$ cat src/rtl/dff_chain_pkg.sv
// Shared types and sizing helpers for the serial flop-chain loader.
// Pure declarations; no logic, no latency, no flow control.
package dff_chain_pkg;

   typedef enum logic [1:0] {
      IDLE  = 2'd0,
      SHIFT = 2'd1,
      DONE  = 2'd2
   } loader_state_t;

   localparam int DEFAULT_WIDTH = 8;

   // Width of the bit index counter; never narrower than one bit.
   function automatic int cnt_w(input int width);
      return (width > 2) ? $clog2(width) : 1;
   endfunction

endpackage

$ cat src/rtl/dff_stage.sv
// One chain flop: sync reset and clear beat enable; one-cycle latency.
// No backpressure; holds its value whenever en and clr are low.
module dff_stage (
   input  logic clk_signal,
   input  logic rst_signal,
   input  logic en,
   input  logic clr,
   input  logic d,
   output logic q,
   output logic q_inv
);

   logic bit_q;

   always_ff @(posedge clk_signal) begin
      if (rst_signal) begin
         bit_q <= 1'b0;
      end else if (clr) begin
         bit_q <= 1'b0;
      end else if (en) begin
         bit_q <= d;
      end
   end

   assign q     = bit_q;
   assign q_inv = ~bit_q;

endmodule

$ cat src/rtl/dff_chain_loader.sv
// Loads a parallel word serially into a WIDTH-stage flop chain, one bit per clock.
// Load period WIDTH+2 cycles; start is only taken while ready, abort/clear cancel.
module dff_chain_loader
   import dff_chain_pkg::*;
#(
   parameter int  WIDTH     = DEFAULT_WIDTH,
   parameter bit  LSB_FIRST = 1'b1,
   localparam int CW        = cnt_w(WIDTH)
) (
   input  logic             clk_signal,
   input  logic             rst_signal,
   input  logic             start,
   input  logic [WIDTH-1:0] load_data,
   input  logic             abort,
   input  logic             clear,
   output logic             ready,
   output logic             busy,
   output logic             done,
   output logic             ser_bit,
   output logic [CW-1:0]    bit_cnt,
   output logic [WIDTH-1:0] q,
   output logic [WIDTH-1:0] q_inv
);

   localparam logic [CW-1:0] LAST_CNT = CW'(WIDTH - 1);

   loader_state_t    state_q, state_d;
   logic [WIDTH-1:0] shadow_q, shadow_d;
   logic [CW-1:0]    cnt_q, cnt_d;
   logic [CW-1:0]    sel;
   logic             shift_en;
   logic             chain_clr;
   logic [WIDTH-1:0] chain_d;

   always_ff @(posedge clk_signal) begin
      if (rst_signal) begin
         state_q  <= IDLE;
         shadow_q <= '0;
         cnt_q    <= '0;
      end else begin
         state_q  <= state_d;
         shadow_q <= shadow_d;
         cnt_q    <= cnt_d;
      end
   end

   always_comb begin
      state_d  = state_q;
      shadow_d = shadow_q;
      cnt_d    = cnt_q;
      case (state_q)
         IDLE: begin
            if (!clear && start) begin
               state_d  = SHIFT;
               shadow_d = load_data;
               cnt_d    = '0;
            end
         end
         SHIFT: begin
            if (abort) begin
               state_d = IDLE;
               cnt_d   = '0;
            end else if (cnt_q == LAST_CNT) begin
               state_d = DONE;
               cnt_d   = '0;
            end else begin
               cnt_d = cnt_q + 1'b1;
            end
         end
         DONE: begin
            state_d = IDLE;
         end
         default: begin
            state_d = IDLE;
            cnt_d   = '0;
         end
      endcase
   end

   // Every output decodes registered state only, so no input reaches an output.
   always_comb begin
      ready     = (state_q == IDLE);
      busy      = (state_q == SHIFT);
      done      = (state_q == DONE);
      sel       = LSB_FIRST ? cnt_q : (LAST_CNT - cnt_q);
      ser_bit   = busy ? shadow_q[sel] : 1'b0;
      shift_en  = busy && !abort;
      chain_clr = (ready && clear) || (busy && abort);
   end

   assign bit_cnt = cnt_q;

   for (genvar i = 0; i < WIDTH; i++) begin : g_stage
      // LSB-first feeds the top stage and shifts down; MSB-first the reverse.
      if (LSB_FIRST) begin : g_lsb
         if (i == WIDTH - 1) begin : g_in
            assign chain_d[i] = ser_bit;
         end else begin : g_mid
            assign chain_d[i] = q[i+1];
         end
      end else begin : g_msb
         if (i == 0) begin : g_in
            assign chain_d[i] = ser_bit;
         end else begin : g_mid
            assign chain_d[i] = q[i-1];
         end
      end

      dff_stage u_stage (
         .clk_signal (clk_signal),
         .rst_signal (rst_signal),
         .en         (shift_en),
         .clr        (chain_clr),
         .d          (chain_d[i]),
         .q          (q[i]),
         .q_inv      (q_inv[i])
      );
   end

endmodule

$ cat config.mk
export PLATFORM = sky130hd
export DESIGN_NAME = dff_chain_loader
export DESIGN_NICKNAME = d
export VERILOG_FILES = /design/src/rtl/dff_chain_pkg.sv /design/src/rtl/dff_stage.sv /design/src/rtl/dff_chain_loader.sv
export SDC_FILE = /design/constraint.sdc
export NUM_CORES = 1
export LEC_CHECK = 0
export CORE_UTILIZATION = 48
export CTS_CLUSTER_DIAMETER = 150
export DETAILED_ROUTE_END_ITERATION = 10
export MAX_ROUTING_LAYER = met4
export PLACE_DENSITY = 0.91
export SLEW_MARGIN = 20
export SYNTH_ARGS = -nofsm -noshare
export SYNTH_HDL_FRONTEND = slang
export SYNTH_SLANG_ARGS = --single-unit
$ cat constraint.sdc
create_clock -name clk_signal -period 2.6 [get_ports clk_signal]
set_input_delay 0.52 -clock clk_signal [delete_from_list [all_inputs] [get_ports clk_signal]]
set_output_delay 0.52 -clock clk_signal [all_outputs]
set_load 0.03 [all_outputs]
==> metrics.cfg, run 1 <==
[die]
die_h_um = 49.9
rows = 16
dieWidth_um = 49.9
coreArea_um2 = 2060
dieArea_um2 = 2490
initial_utilization_pct = 53.3
pin_count = 36

[placed_design]
pre_cts_slack_ps = 243
io_buffers = 35
gp_congestion = 0.771
place_hpwl_um = 1500

[cts]
cts.clk_slew.worst_paths_ps = 110
tritoncts = yes
cts_buffers = 3
h-tree-depth = 1
cts.path.max_buffers = 2
post_cts_buffers = 0
root_buffer = clkbuf_4
insertion_delay_ps = 290
cts_num_sinks = 21

[outcome]
outcome = finished, final reports clean

[sta]
setup_violations = 0
fin_ws_ps = 312
fin_skew_ps = 2.68
whs_ps = 462
hold_viol = 0
rsz0062_at_grt = no
tightest_slew_ps = 745
post-route-min-period_ps = 2290
slew_headroom_pct = 50.2
maxSlewViolCount = 0
max_freq_mhz = 437
finalSetupTns_ps = 0
fin_crit_sh_pct = 88.0

[finish]
fillCellCount = 169
syn2layout_area_growth_pct = 24.9
seqCellArea_um2 = 422
diodes = 0
drive_above_1_share_pct = 10.3
multi_input_area_um2 = 487
layout.nets = 162

[yosys]
ys_seq_area_share_pct = 38.2
synth_top_area_share_pct = 38.2
synthDistinctLibCells = 30
synth_most_common_cell = dfxtp_1
ys_warn_count = 0
ys_ff_latch = 21
synth_area_um2 = 1100
syn_inst = 126
synth-edff-count = 0
yosys.area.top_type = dfxtp_1
syn-num-nets = 141
syn_avg_cell_area_um2 = 8.73
ys_top_cells_by_count = dfxtp_1 (21), buf_4 (18), nand2_1 (17)
async_reset_ff_share_pct = 0
synthFlopType = dfxtp_1
synth_area_leaders = dfxtp_1 (38%), buf_4 (12%), mux2i_1 (7.3%), nand2_1 (5.8%), a21oi_1 (4.1%)

[flow_run]
maxCapViolations = 0

[global_route]
grt_max_degree = 14
antenna_found_initial = 0
overflow = 0
grt_pass1_vias = 814
grt_use_total_pct = 18.5
grt_pass1_wl_um = 3440

[worst_hold_path]
hold_depth = 2
hp-class = reg2reg

[detailed_routing]
viasPerCell = 5.01
drt_iter0_markers = 18
wl_um = 2130
via_count = 866
dr.pass1.iters = 4
drcViolationCount = 0
routedWlPerCell_um = 12.3
ant_nets = 0

[pwr]
ir_worst_vdd_mv = 0.310
leakage_nw = 0.498
power_mw = 0.560
power_density_nw_per_um2 = 407

[worst_setup_path]
cp_top_family = buffers and inverters
reg2reg_depth = 3
critPathKind = reg2out
path_depth = 2
end_kind = output port
worstPathCellList = nor2b_1, clkdlybuf4s50_1
path_buf_inv = 1
cpPeakStageDelay_ps = 710
path_max_fanout = 9
critical_path_arrival_ps = 1770
start_kind = register
crit_slowest_cell = clkdlybuf4s50_1
crit_required_ps = 2080

[cell type report]
class,count,area share [%]
inverters,10,2.73
multi-input cells,74,35.4
clock buffers,4,1.91
repair buffers,37,26.8
well taps,27,2.46
flip-flops and latches,21,30.7
[registers in the layout, indices dropped and copies added (netlist names)]
signal	count
state_q	2
shadow_q	8
bit_cnt	3
g_stage.u_stage.q	8
[per-layer routing]
layer	GRT usage, %	vias up	share of wire [%]
met3	1.85	2	3.8
li1	-	444	-
met2	30.6	23	48
met4	8.57	0	0.89
met5	-	-	0
met1	22.5	397	47
[where the power goes]
group | total (mW) | switching, mW | internal (mW)
combinational | 0.0710 | 0.0332 | 0.0378
clock | 0.153 | 0.0933 | 0.0596
sequential | 0.336 | 0.00681 | 0.329
total | 0.560 | 0.133 | 0.426
[path summary, 6_finish.rpt]
check             slack (ps)         from          end
setup / recovery         310   state_q[0]         busy
hold / removal           460  shadow_q[6]  shadow_q[6]
hold reg to reg          460  shadow_q[6]  shadow_q[6]
setup reg to reg        1160   state_q[1]  shadow_q[3]
[per-stage QoR]
stage                     utilization [%]  std cells  cell area [um2]
after floorplan                         -        126             1100
after global placement               64.9        169             1340
after detailed placement             64.9        169             1340
after CTS                            66.3        173             1370
after global routing                 66.6        173             1370
final                                66.6        173             1370
[cells in the final DEF, fill, tap and decap left out, types with 2 or more instances in the layout]
cell	count
nand2b_1	2
a21oi_1	9
a32oi_1	2
ha_1	2
nand2_1	17
clkdlybuf4s50_1	34
inv_1	10
buf_4	2
dfxtp_1	20
mux2_2	3
nor2b_1	3
nor2_1	12
clkbuf_4	3
mux2i_1	8
[logic make-up (layout without fill, tap and decap cells)]
| logic type | Yosys count | in the layout | synth area share (%) |
|---|---|---|---|
| adders and majority gates | 2 | 2 | 2.27 |
| AOI/OAI and AO/OA | 19 | 19 | 11.3 |
| DFF | 21 | 21 | 38.2 |
| and+or+nand+nor | 42 | 42 | 19.8 |
| muxes | 11 | 11 | 10.4 |
| buffers and inverters | 31 | 51 | 18.1 |
[tightest hold or removal path, delay by kind of cell, from the launching register on]
family          cells  cell delay, ps
simple gates        1              50
compound gates      1              50
flops               1             320
[repair_timing]
action	4_1_cts	5_1_grt
endpoints found under the setup margin	1	1
hold buffers	0	0
pin swaps	0	0
resized for setup	2	2
(Power assumes the default switching activity.)
==> run 2, diff against run 1 <==
--- a/config.mk
+++ b/config.mk
@@ -5,11 +5,12 @@
 export SDC_FILE = /design/constraint.sdc
 export NUM_CORES = 1
 export LEC_CHECK = 0
-export CORE_UTILIZATION = 48
+export CORE_UTILIZATION = 60
 export CTS_CLUSTER_DIAMETER = 150
 export DETAILED_ROUTE_END_ITERATION = 10
+export DONT_BUFFER_PORTS = 1
 export MAX_ROUTING_LAYER = met4
-export PLACE_DENSITY = 0.91
+export PLACE_DENSITY = 0.84
 export SLEW_MARGIN = 20
 export SYNTH_ARGS = -nofsm -noshare
 export SYNTH_HDL_FRONTEND = slang
==> metrics.cfg, run 2 (synthesis gave the netlist of run 1 again) <==
[outcome]
outcome = finished, final reports clean

[finish]
final_cell_mix = dfxtp_1 (20), nand2_1 (17), nor2_1 (12)
syn2layout_area_growth_pct = -7.28
fillCellCount = 169
fin_util_pct = 59.1
drive_above_1_share_pct = 13.4
mostFrequentLayoutCell = dfxtp_1
layout.nets = 128
multi_input_area_um2 = 480
seqCellArea_um2 = 422
diodes = 0

[die]
dieArea_um2 = 2010
die_h_um = 44.8
initial_utilization_pct = 63.7
dieWidth_um = 44.8
pin_count = 36
rows = 15
coreArea_um2 = 1730

[detailed_routing]
viasPerCell = 5.69
drcViolationCount = 0
via_count = 779
drt_iter0_markers = 15
dr.pass1.iters = 4
ant_nets = 0
routedWlPerCell_um = 14.0
wl_um = 1910

[global_route]
grt_pass1_vias = 703
grt_use_total_pct = 22.2
antenna_found_initial = 0
overflow = 0
grt_max_degree = 17
grt_pass1_wl_um = 3090

[worst_setup_path]
crit_required_ps = 2080
critPathKind = reg2out
path_max_fanout = 9
end_kind = output port
critical_path_arrival_ps = 1950
start_kind = register

[cts]
insertion_delay_ps = 300
postCtsHoldBufs = 0
cts_buffers = 3
h-tree-depth = 1
tritoncts = yes
root_buffer = clkbuf_4
cts_num_sinks = 21
cts.path.max_buffers = 2
cts.clk_slew.worst_paths_ps = 110

[pwr]
leakage_nw = 0.349
power_density_nw_per_um2 = 522
ir_worst_vdd_mv = 0.379

[placed_design]
io_buffers = 0
gp_congestion = 0.783
place_hpwl_um = 1360

[sta]
slew_headroom_pct = 50.5
tightest_slew_ps = 724
rsz0062_at_grt = no
finalSetupTns_ps = 0
whs_ps = 263
hold_viol = 0
fin_crit_sh_pct = 95.2
post-route-min-period_ps = 2470
max_freq_mhz = 404
fin_skew_ps = 4.46
maxSlewViolCount = 0
setup_violations = 0

[flow_run]
maxCapViolations = 0

[worst_hold_path]
hp-class = in2reg

run 2: changes by cell type in the layout (fill, tap and decap cells not counted), sizes merged:
cell,change
buf,+1
clkdlybuf4s50,-34
dlymetal6s2s,-1
run 2: area by class of cell:
| cell class | instances | area share (%) |
|---|---|---|
| well taps | 25 | 3.07 |
| flip-flops and latches | 21 | 41.3 |
| clock buffers | 4 | 2.58 |
| multi-input cells | 74 | 47.1 |
| inverters | 10 | 3.68 |
| repair buffers | 3 | 2.21 |
run 2: path summary, 6_finish.rpt:
kind / endpoint / cells after the start / slack, ps / from
worst min register to register: shadow_q[5] / 2 / 470 / shadow_q[5]
worst max-delay path: ser_bit / 4 / 130 / bit_cnt[0]
worst max register to register: bit_cnt[0] / 3 / 950 / state_q[0]
worst min-delay path: state_q[0] / 1 / 260 / rst_signal
run 2: where the power goes:
part | internal (mW) | switching [mW]
combinational | 0.0180 | 0.0237
clock | 0.0599 | 0.0936
sequential | 0.329 | 0.00834
run 2: worst max-delay path: stages (launching register included):
cell and delay, ps:
dfxtp_2 540, nor2b_1 90, a2111oi_0 680, nor3_1 140, buf_4 200
run 2: per-stage QoR:
step	power, mW	setup slack [ps]	instance area [um2]	instances
after floorplan	0.381	290	1100	126
after global routing	0.551	11.4	1020	137
after CTS	0.534	182	1020	137
after global placement	0.383	529	992	133
final	0.533	125	1020	137
after detailed placement	0.385	359	992	133
run 2: repair_timing:
action / CTS / global route
resized for setup: 1 / 0
buffers inserted: 0 / 0
setup endpoints to repair: 1 / 0
run 2: routing by layer:
layer  wire length [um]  up-vias  part of all wire (%)  GRT usage (%)
li1                   -      378                     -              -
met1                850      364                    44           26.8
met2                894       32                    47           34.4
met3                122        5                   6.4           4.80
met4                 44        0                   2.3           12.7
met5                  0        -                     0              -
==> run 3, diff against run 2 <==
==> constraint.sdc (replaced) <==
create_clock -name clk_signal -period 2.62 [get_ports clk_signal]
set_input_delay 0.524 -clock clk_signal [delete_from_list [all_inputs] [get_ports clk_signal]]
set_output_delay 0.524 -clock clk_signal [all_outputs]
set_load 0.03 [all_outputs]
==> metrics.cfg, run 3 (synthesis gave the netlist of run 1 again) <==
[sta]
fin_crit_sh_pct = 89.8
post-route-min-period_ps = 2350
maxSlewViolCount = 0
fin_ws_ps = 268
rsz0062_at_grt = no
finalSetupTns_ps = 0
hold_viol = 0
fin_skew_ps = 3.46
slew_headroom_pct = 50.3
whs_ps = 266
tightest_slew_ps = 743
setup_violations = 0
max_freq_mhz = 425

[placed_design]
gp_congestion = 0.783
place_hpwl_um = 1360
pre_cts_slack_ps = 375
io_buffers = 0
placed_cells = 133

[worst_setup_path]
start_kind = register
worstPathCellList = nor2b_1, a2111oi_1, nor3_1, buf_4
r2r_setup_slack_ps = 970
cpPeakStageDelay_ps = 560
crit_slowest_cell = a2111oi_1
path_max_fanout = 9
end_kind = output port
worst_r2r_endpoint = bit_cnt[0]
critPathKind = reg2out
reg2reg_depth = 3
critical_path_arrival_ps = 1830
crit_path_end = ser_bit
startpoint = bit_cnt[0]
crit_required_ps = 2100
r2r-start = state_q[0]

[worst_hold_path]
hp-class = in2reg

[finish]
layout.nets = 128
final_cell_mix = dfxtp_1 (20), nand2_1 (17), nor2_1 (12)
diodes = 0
mostFrequentLayoutCell = dfxtp_1
drive_above_1_share_pct = 13.4
fin_util_pct = 59.1
syn2layout_area_growth_pct = -7.17
layoutNonFillerInstCount = 137

[detailed_routing]
routedWlPerCell_um = 13.9
ant_nets = 0
wl_met1_um = 865
wl_um = 1910
drcViolationCount = 0
dr_wl_met2_um = 881
met3_length_um = 115
top_layer = met4
via_count = 761
dr.pass1.iters = 4
drt_iter0_markers = 15
viasPerCell = 5.55

[global_route]
grt_pass1_wl_um = 3090
grt_max_degree = 17
overflow = 0
grt_use_total_pct = 22.2
antenna_found_initial = 0
grt_pass1_vias = 703

[die]
coreArea_um2 = 1730
dieArea_um2 = 2010
rows = 15
die_h_um = 44.8
initial_utilization_pct = 63.7
pin_count = 36
dieWidth_um = 44.8

[cts]
cts_buffers = 3
tritoncts = yes
h-tree-depth = 1
root_buffer = clkbuf_4
cts.path.max_buffers = 2
cts_num_sinks = 21
insertion_delay_ps = 300
cts.clk_slew.worst_paths_ps = 110
postCtsHoldBufs = 0

[pwr]
leakage_nw = 0.350
ir_worst_vdd_mv = 0.376
power_density_nw_per_um2 = 518

[outcome]
outcome = finished, final reports clean

[flow_run]
maxCapViolations = 0

-- run 3: cell types whose count changed in the layout (fill, tap and decap cells not counted) --
cell       previous run  this run
a2111oi_1             0         1
a2111oi_0             1         0
-- run 3: how the worst min path moves through the flow --
stage / from / endpoint / slack (ps) / depth (start not counted)
floorplan: shadow_q[0] / shadow_q[0] / 430 / 2
global placement: shadow_q[6] / shadow_q[6] / 440 / 2
detailed placement: shadow_q[0] / shadow_q[0] / 450 / 2
CTS: rst_signal / state_q[0] / 260 / 1
global route: rst_signal / state_q[0] / 250 / 1
finish: rst_signal / state_q[0] / 270 / 1
-- run 3: area by class of cell --
cell class                      count  area [um2]
Fill cell                         168         706
Tap cell                           25        31.3
Sequential cell                    21         422
Timing Repair Buffer                3        22.5
Multi-Input combinational cell     74         482
Clock buffer                        4        26.3
Inverter                           10        37.5
-- run 3: worst max-delay path, delay by kind of cell (launching register included) --
family	cells	cell delay, ps
and+or+nand+nor	2	220
DFF	1	540
buffers and inverters	1	190
AOI/OAI and AO/OA	1	560
-- run 3: power breakdown --
group          total (mW)  switching (mW)  internal [mW]
Clock               0.153          0.0934         0.0595
Combinational      0.0415          0.0235         0.0180
Sequential          0.335         0.00826          0.326
Total               0.529           0.125          0.404
-- run 3: timing repair --
action                                  CTS  global route
setup buffers                             0             0
resized for setup                         0             2
endpoints found under the setup margin    0             1
-- run 3: routing by layer --
layer	up-vias	track usage (%)
met1	351	26.8
met2	28	34.4
met5	-	-
met3	5	4.80
met4	0	12.7
li1	377	-
-- run 3: through the flow --
stage | total power [mW] | area (um2)
6_report | 0.529 | 1020
5_1_grt | 0.547 | 1020
4_1_cts | 0.530 | 1020
3_5_place_dp | 0.382 | 992
3_3_place_gp | 0.380 | 992
2_1_floorplan | 0.378 | 1100
